[config.mk]
export PLATFORM = sky130hd
export DESIGN_NAME = fft_butterfly
export DESIGN_NICKNAME = d
export VERILOG_FILES = /design/src/rtl/fft_butterfly.sv
export SDC_FILE = /design/constraint.sdc
export NUM_CORES = 1
export LEC_CHECK = 0
export CAP_MARGIN = 25
export CORE_MARGIN = 8
export CORE_UTILIZATION = 44
export DETAILED_ROUTE_END_ITERATION = 16
export GPL_ROUTABILITY_DRIVEN = 0
export HOLD_SLACK_MARGIN = 0.12
export PLACE_DENSITY = 0.73
export SLEW_MARGIN = 40
export SYNTH_ARGS = -nofsm -noshare
export SYNTH_HDL_FRONTEND = slang
export SYNTH_SLANG_ARGS = --single-unit
[constraint.sdc]
create_clock -name clk -period 10.26 [get_ports clk]
set_input_delay 2.052 -clock clk [delete_from_list [all_inputs] [get_ports clk]]
set_output_delay 2.052 -clock clk [all_outputs]
set_load 0.01 [all_outputs]
[src/rtl/fft_butterfly.sv]
// fft_butterfly: radix-2 DIT butterfly stage sitting behind the four twiddle
// multipliers. Operand A is delayed to line up with the multiplier products.
// T = B*W is then formed, and Y0 = A + T and Y1 = A - T are registered with
// saturation.
//
// Optional build macro: BUTTERFLY_SCALE_EN. When it is defined, each 19-bit sum
// is arithmetic-shifted right by 1 before saturation. This gives 1/2 scaling
// per stage. Latency is the same in both builds.
//
// Ports:
//   clk, rst        clock, asynchronous active-high reset
//   in_valid        operand A (and the matching multiplier inputs) presented
//   a_re, a_im      operand A, Q1.16 two's complement
//   p_rr/p_ii/p_ri/p_ir  multiplier products Br*Wr, Bi*Wi, Br*Wi, Bi*Wr
//   clr_ovf         synchronous clear of ovf (a saturation event in the same cycle wins)
//   out_valid       y0/y1 valid this cycle
//   y0_re..y1_im    butterfly outputs, 17-bit two's complement
//   bfly_idx        index of the current output beat within the frame
//   frame_done      pulse on the last out_valid of a frame
//   ovf             sticky saturation flag
module fft_butterfly #(
    parameter int unsigned MUL_LAT        = 4,
    parameter int unsigned BFLY_PER_FRAME = 8,
    localparam int unsigned IDX_W         = $clog2(BFLY_PER_FRAME)
) (
    input  logic             clk,
    input  logic             rst,
    input  logic             in_valid,
    input  logic [16:0]      a_re,
    input  logic [16:0]      a_im,
    input  logic [16:0]      p_rr,
    input  logic [16:0]      p_ii,
    input  logic [16:0]      p_ri,
    input  logic [16:0]      p_ir,
    input  logic             clr_ovf,
    output logic             out_valid,
    output logic [16:0]      y0_re,
    output logic [16:0]      y0_im,
    output logic [16:0]      y1_re,
    output logic [16:0]      y1_im,
    output logic [IDX_W-1:0] bfly_idx,
    output logic             frame_done,
    output logic             ovf
);

    localparam int unsigned DW = 17;
    localparam int unsigned TW = 18;
    localparam int unsigned SW = 19;
    localparam logic [IDX_W-1:0] LAST_IDX = IDX_W'(BFLY_PER_FRAME - 1);

    // Widen A to the sum width.
    function automatic logic [SW-1:0] sx_a(input logic [DW-1:0] a);
        return {{2{a[DW-1]}}, a};
    endfunction

    // Widen T to the sum width.
    function automatic logic [SW-1:0] sx_t(input logic [TW-1:0] t);
        return {t[TW-1], t};
    endfunction

    // Optional 1/2 scaling. The shift truncates toward minus infinity.
    function automatic logic [SW-1:0] scale(input logic [SW-1:0] s);
`ifdef BUTTERFLY_SCALE_EN
        return {s[SW-1], s[SW-1:1]};
`else
        return s;
`endif
    endfunction

    // A value fits in 17 bits only when its top three bits agree.
    function automatic logic clips(input logic [SW-1:0] s);
        return !((s[SW-1:DW-1] == 3'b000) || (s[SW-1:DW-1] == 3'b111));
    endfunction

    // Saturate to [-65536, 65535].
    function automatic logic [DW-1:0] sat(input logic [SW-1:0] s);
        if (!clips(s)) begin
            return s[DW-1:0];
        end else if (s[SW-1]) begin
            return 17'h10000;
        end else begin
            return 17'h0FFFF;
        end
    endfunction

    // Alignment delay line for valid and operand A.
    logic [MUL_LAT-1:0] v_sr;
    logic [DW-1:0]      a_re_sr [MUL_LAT];
    logic [DW-1:0]      a_im_sr [MUL_LAT];
    logic               v_d;

    assign v_d = v_sr[MUL_LAT-1];

    always_ff @(posedge clk or posedge rst) begin
        if (rst) begin
            v_sr <= '0;
            for (int i = 0; i < int'(MUL_LAT); i++) begin
                a_re_sr[i] <= '0;
                a_im_sr[i] <= '0;
            end
        end else begin
            v_sr[0]    <= in_valid;
            a_re_sr[0] <= a_re;
            a_im_sr[0] <= a_im;
            for (int i = 1; i < int'(MUL_LAT); i++) begin
                v_sr[i]    <= v_sr[i-1];
                a_re_sr[i] <= a_re_sr[i-1];
                a_im_sr[i] <= a_im_sr[i-1];
            end
        end
    end

    // Stage 1: complex product T from the four partial products.
    logic [TW-1:0] t_re_c, t_im_c;
    logic [TW-1:0] t_re, t_im;
    logic [DW-1:0] a1_re, a1_im;
    logic          v1;

    always_comb begin
        t_re_c = {p_rr[DW-1], p_rr} - {p_ii[DW-1], p_ii};
        t_im_c = {p_ri[DW-1], p_ri} + {p_ir[DW-1], p_ir};
    end

    always_ff @(posedge clk or posedge rst) begin
        if (rst) begin
            v1    <= 1'b0;
            t_re  <= '0;
            t_im  <= '0;
            a1_re <= '0;
            a1_im <= '0;
        end else begin
            v1 <= v_d;
            if (v_d) begin
                t_re  <= t_re_c;
                t_im  <= t_im_c;
                a1_re <= a_d_re();
                a1_im <= a_d_im();
            end
        end
    end

    function automatic logic [DW-1:0] a_d_re();
        return a_re_sr[MUL_LAT-1];
    endfunction

    function automatic logic [DW-1:0] a_d_im();
        return a_im_sr[MUL_LAT-1];
    endfunction

    // Stage 2: butterfly sums, optional scaling, and clip detection.
    logic [SW-1:0] s0_re, s0_im, s1_re, s1_im;
    logic          clip_any;

    always_comb begin
        s0_re    = scale(sx_a(a1_re) + sx_t(t_re));
        s0_im    = scale(sx_a(a1_im) + sx_t(t_im));
        s1_re    = scale(sx_a(a1_re) - sx_t(t_re));
        s1_im    = scale(sx_a(a1_im) - sx_t(t_im));
        clip_any = clips(s0_re) | clips(s0_im) | clips(s1_re) | clips(s1_im);
    end

    // Next frame index: it advances after each presented output beat.
    logic [IDX_W-1:0] idx_n;

    always_comb begin
        idx_n = bfly_idx;
        if (out_valid) begin
            idx_n = (bfly_idx == LAST_IDX) ? '0 : bfly_idx + IDX_W'(1);
        end
    end

    // Output registers: results hold between valid beats.
    always_ff @(posedge clk or posedge rst) begin
        if (rst) begin
            out_valid  <= 1'b0;
            y0_re      <= '0;
            y0_im      <= '0;
            y1_re      <= '0;
            y1_im      <= '0;
            bfly_idx   <= '0;
            frame_done <= 1'b0;
            ovf        <= 1'b0;
        end else begin
            out_valid  <= v1;
            bfly_idx   <= idx_n;
            frame_done <= v1 && (idx_n == LAST_IDX);
            if (v1) begin
                y0_re <= sat(s0_re);
                y0_im <= sat(s0_im);
                y1_re <= sat(s1_re);
                y1_im <= sat(s1_im);
            end
            if (v1 && clip_any) begin
                ovf <= 1'b1;
            end else if (clr_ovf) begin
                ovf <= 1'b0;
            end
        end
    end

endmodule

==> flow_summary.toml <==
[outcome]
outcome = "finished clean"

[die]
dieHeight_um = 194.8
dieWidth_um = 194.8
dieArea_um2 = 37960
core.rowCount = 65
initial_core_util_pct = 44.60
pin_count = 180
coreArea_um2 = 31560

[route]
vias = 10000
ant_nets = 0
wl_per_cell_um = 16.51
drtIter0Drc = 570
viasPerCell = 5.151
first_pass_iters = 5
drc = 0
routed_wl_mm = 32.06

[clock_tree]
cts_num_sinks = 285
cts_resized = 0
clk_pin_slew_ns = 0.07
clock_latency_ns = 0.55
cts_buffer_depth = 3
cts-root-buf = "clkbuf_16"
cts_buffers = 31
post_cts_buffers = 0
cts.htree.levels = 1
cts_tree = "done"
holdBufCountCts = 0

[logic_synthesis]
synth-adder-area-share_pct = 10.46
synth_seq_area_share_pct = 50.68
netlist_area_um2 = 14070
synth-seq-cells = 285
synthesis.nets = 1566
synthCells = 1346
synth_compound_area_share_pct = 15.37
synthSimpleGateAreaFrac_pct = 10.91
synth-xor-area-share_pct = 4.606
syn-mean-instance-area_um2 = 10.45
synth_edf_count = 0
synth-main-ff-cell = "dfrtp_1"
synth_top_family_by_area = "compound AO/OA/AOI/OAI gates"
ys_warn_count = 0
synth_cell_types = 75
muxShareOfSynthArea_pct = 3.503
postSynth.asyncResetShare_pct = 100.0

[worst_hold_path]
hp-class = "flop to flop"

[critical_path]
cp.arrival_ns = 5.18
crit_fanout = 5
start_kind = "input port"
worstSetupPathType = "input port to flop"
required_ns = 10.66
end_kind = "flop"

[sta]
finalSetupViolCount = 0
setup_ws_ns = 5.477
fmax_mhz = 209.1
finClkSkew_ns = 0.01084
whs_ns = 0.3370
rsz0062_at_grt = "no"
hold_violations = 0
relSlewSlack_pct = 49.57
worst_slew_pin_slew_ns = 0.7565
finalWorstPathRequiredPeriod_ns = 4.783
fin_tns_setup_ns = 0
maxSlewViolCount = 0
fin_crit_sh_pct = 46.62

[cells_and_area]
drive_gt1_share_pct = 7.407
final_net_count = 1735
area_growth_pct = 23.00

[run]
maxCapViolCount = 0

[global_route]
grt-ovfl-total = 0
antenna_found_initial = 1
grt_pass1_wl_mm = 52.36
track_usage_pct = 16.51
grt_pass1_vias = 9832
grt_max_degree = 139

[power_and_ir_drop]
clkPwrFrac_pct = 27.9
p_int_mw = 2.713
p_switching_mw = 1.408
power_leakage_nw = 7.748
irDropWorstVdd_mv = 0.1009
switching_share_pct = 34.17
powerDensity_nw_per_um2 = 238.1
power_frac_seq_pct = 34.6
pwr-share-comb_pct = 37.5

[placed_design]
pre_cts_ws_ns = 4.920
portBuffers = 179
dp_hpwl_mm = 24.17
-- cells in the mapped netlist, types with 4 or more instances --
cell type    n  area share (%)
a211o_1      8            0.50
a211oi_1     7            0.37
a21boi_0     6            0.32
a21o_1      18            0.96
a21oi_1    139             4.9
a31oi_1     10            0.44
and3_1       9            0.40
buf_1        6            0.16
buf_2       11            0.39
buf_4        4            0.21
clkbuf_1    27            0.72
dfrtp_1    285              51
fa_1         6            0.85
ha_1       108             9.6
inv_1      109             2.9
mux2_2      34             2.7
mux2i_1     11            0.78
nand2_1     61             1.6
nand2b_1    12            0.53
nand3_1     16            0.57
nand3b_1     9            0.48
nand4_1      5            0.22
nor2_1     153             4.1
nor2b_1     21            0.93
nor3_1      21            0.75
o21a_1       9            0.48
o21ai_0     60             2.1
o21bai_1     9            0.48
o22a_1      17             1.1
o31ai_1      7            0.37
o41ai_1      4            0.25
or3_1        8            0.36
xnor2_1     56             3.5
xor2_1      18             1.1
-- state kept, by name (all words and copies together), names as in the netlist --
signal and flops:
y0_re 17, bfly_idx 3, v1 1, ovf 1, t_re 18, v_sr 4
t_im 18, frame_done 1, a1_im 17, a_im_sr 68, y1_im 17, a_re_sr 68
y0_im 17, out_valid 1, y1_re 17, a1_re 17
-- placed cells by master, fill, tap and decap left out, types with 4 or more instances in the layout --
| master | synthesis | layout |
|---|---|---|
| dfrtp_1 | 285 | 283 |
| clkdlybuf4s50_1 | 0 | 179 |
| nor2_1 | 153 | 153 |
| a21oi_1 | 139 | 139 |
| inv_1 | 109 | 108 |
| ha_1 | 108 | 108 |
| nand2_1 | 61 | 61 |
| o21ai_0 | 60 | 60 |
| xnor2_1 | 56 | 56 |
| mux2_2 | 34 | 34 |
| clkbuf_16 | 0 | 31 |
| nor2b_1 | 21 | 21 |
| nor3_1 | 21 | 21 |
| xor2_1 | 18 | 18 |
| a21o_1 | 18 | 18 |
| o22a_1 | 17 | 17 |
| nand3_1 | 16 | 16 |
| nand2b_1 | 12 | 12 |
| mux2i_1 | 11 | 11 |
| a31oi_1 | 10 | 10 |
| nand3b_1 | 9 | 9 |
| o21a_1 | 9 | 9 |
| and3_1 | 9 | 9 |
| o21bai_1 | 9 | 9 |
| a211o_1 | 8 | 8 |
| or3_1 | 8 | 8 |
| o31ai_1 | 7 | 7 |
| a211oi_1 | 7 | 7 |
| a21boi_0 | 6 | 6 |
| fa_1 | 6 | 6 |
| nand4_1 | 5 | 5 |
| clkbuf_8 | 0 | 5 |
| inv_6 | 0 | 5 |
| clkinvlp_4 | 0 | 5 |
| o41ai_1 | 4 | 4 |
| clkinv_2 | 0 | 4 |
| bufinv_16 | 0 | 4 |
| buf_6 | 1 | 4 |
-- metrics by stage --
| step | instance area (um2) | std cells | utilization [%] | total power, mW |
|---|---|---|---|---|
| floorplan | 14070 | 1346 | - | 2.418 |
| global placement | 16200 | 1884 | 51.35 | 2.943 |
| detailed placement | 16220 | 1884 | 51.40 | 2.980 |
| CTS | 17300 | 1941 | 54.83 | 4.157 |
| global route | 17310 | 1942 | 54.85 | 4.380 |
| finish | 17310 | 1942 | 54.85 | 4.121 |
-- path summary, 6_finish.rpt --
check                                      start               endpoint  slack [ns]  cells after the start
min in group asynchronous                    rst  a_re_sr[55]$_DFF_PP0_        2.08                      2
setup reg to reg             t_re[0]$_DFFE_PP0P_  y1_re[10]$_DFFE_PP0P_        6.28                     11
hold reg to reg            a_re_sr[31]$_DFF_PP0_  a_re_sr[14]$_DFF_PP0_        0.34                      0
max in group asynchronous                    rst           v1$_DFF_PP0_        6.96                      3
setup / recovery                         p_ri[0]   t_im[16]$_DFFE_PP0P_        5.48                     14
hold / removal             a_re_sr[31]$_DFF_PP0_  a_re_sr[14]$_DFF_PP0_        0.34                      0
-- cell type report --
type                            count  area (um2)
Clock inverter                     19       230.2
Antenna cell                        1       2.502
Timing Repair Buffer              185        1852
Multi-Input combinational cell    903        6311
Fill cell                        2731       14250
Sequential cell                   285        7137
Clock buffer                       38       852.1
Inverter                          109       421.7
Tap cell                          402       503.0
-- critical path, cell delays in order --
cell             delay, ns
clkdlybuf4s50_1       0.46
ha_1                  0.17
inv_1                 0.05
fa_1                  0.41
nor2b_1               0.12
o21ai_0               0.09
a21boi_0              0.39
o21ai_0               0.17
a21oi_1               0.22
a221o_1               0.30
a211oi_1              0.11
o41ai_1               0.38
xnor2_1               0.16
mux2i_1               0.09
-- per-layer routing --
layer  part of all wire, %  vias to the layer above  track usage [%]
met3                   5.4                       49            2.626
met2                    41                      303            24.30
met4                   2.2                        0            4.408
met1                    51                     4702            24.80
met5                     0                        -                0
li1                      -                     4950                -
-- power by group through the flow --
stage	clock network [mW]	logic (mW)	registers, mW
floorplan	0	0.944	1.47
global placement	0	1.51	1.44
detailed placement	0	1.53	1.45
CTS	1.19	1.54	1.43
global route	1.23	1.70	1.45
finish	1.15	1.55	1.43
-- logic make-up after synthesis --
family / after synthesis
AO/OA/AOI/OAI: 338
XOR/XNOR: 74
adder cells (fa/ha/maj): 114
buffers and inverters: 158
flip-flops: 285
multiplexers: 45
AND/OR/NAND/NOR: 332
(Power assumes the default switching activity.)
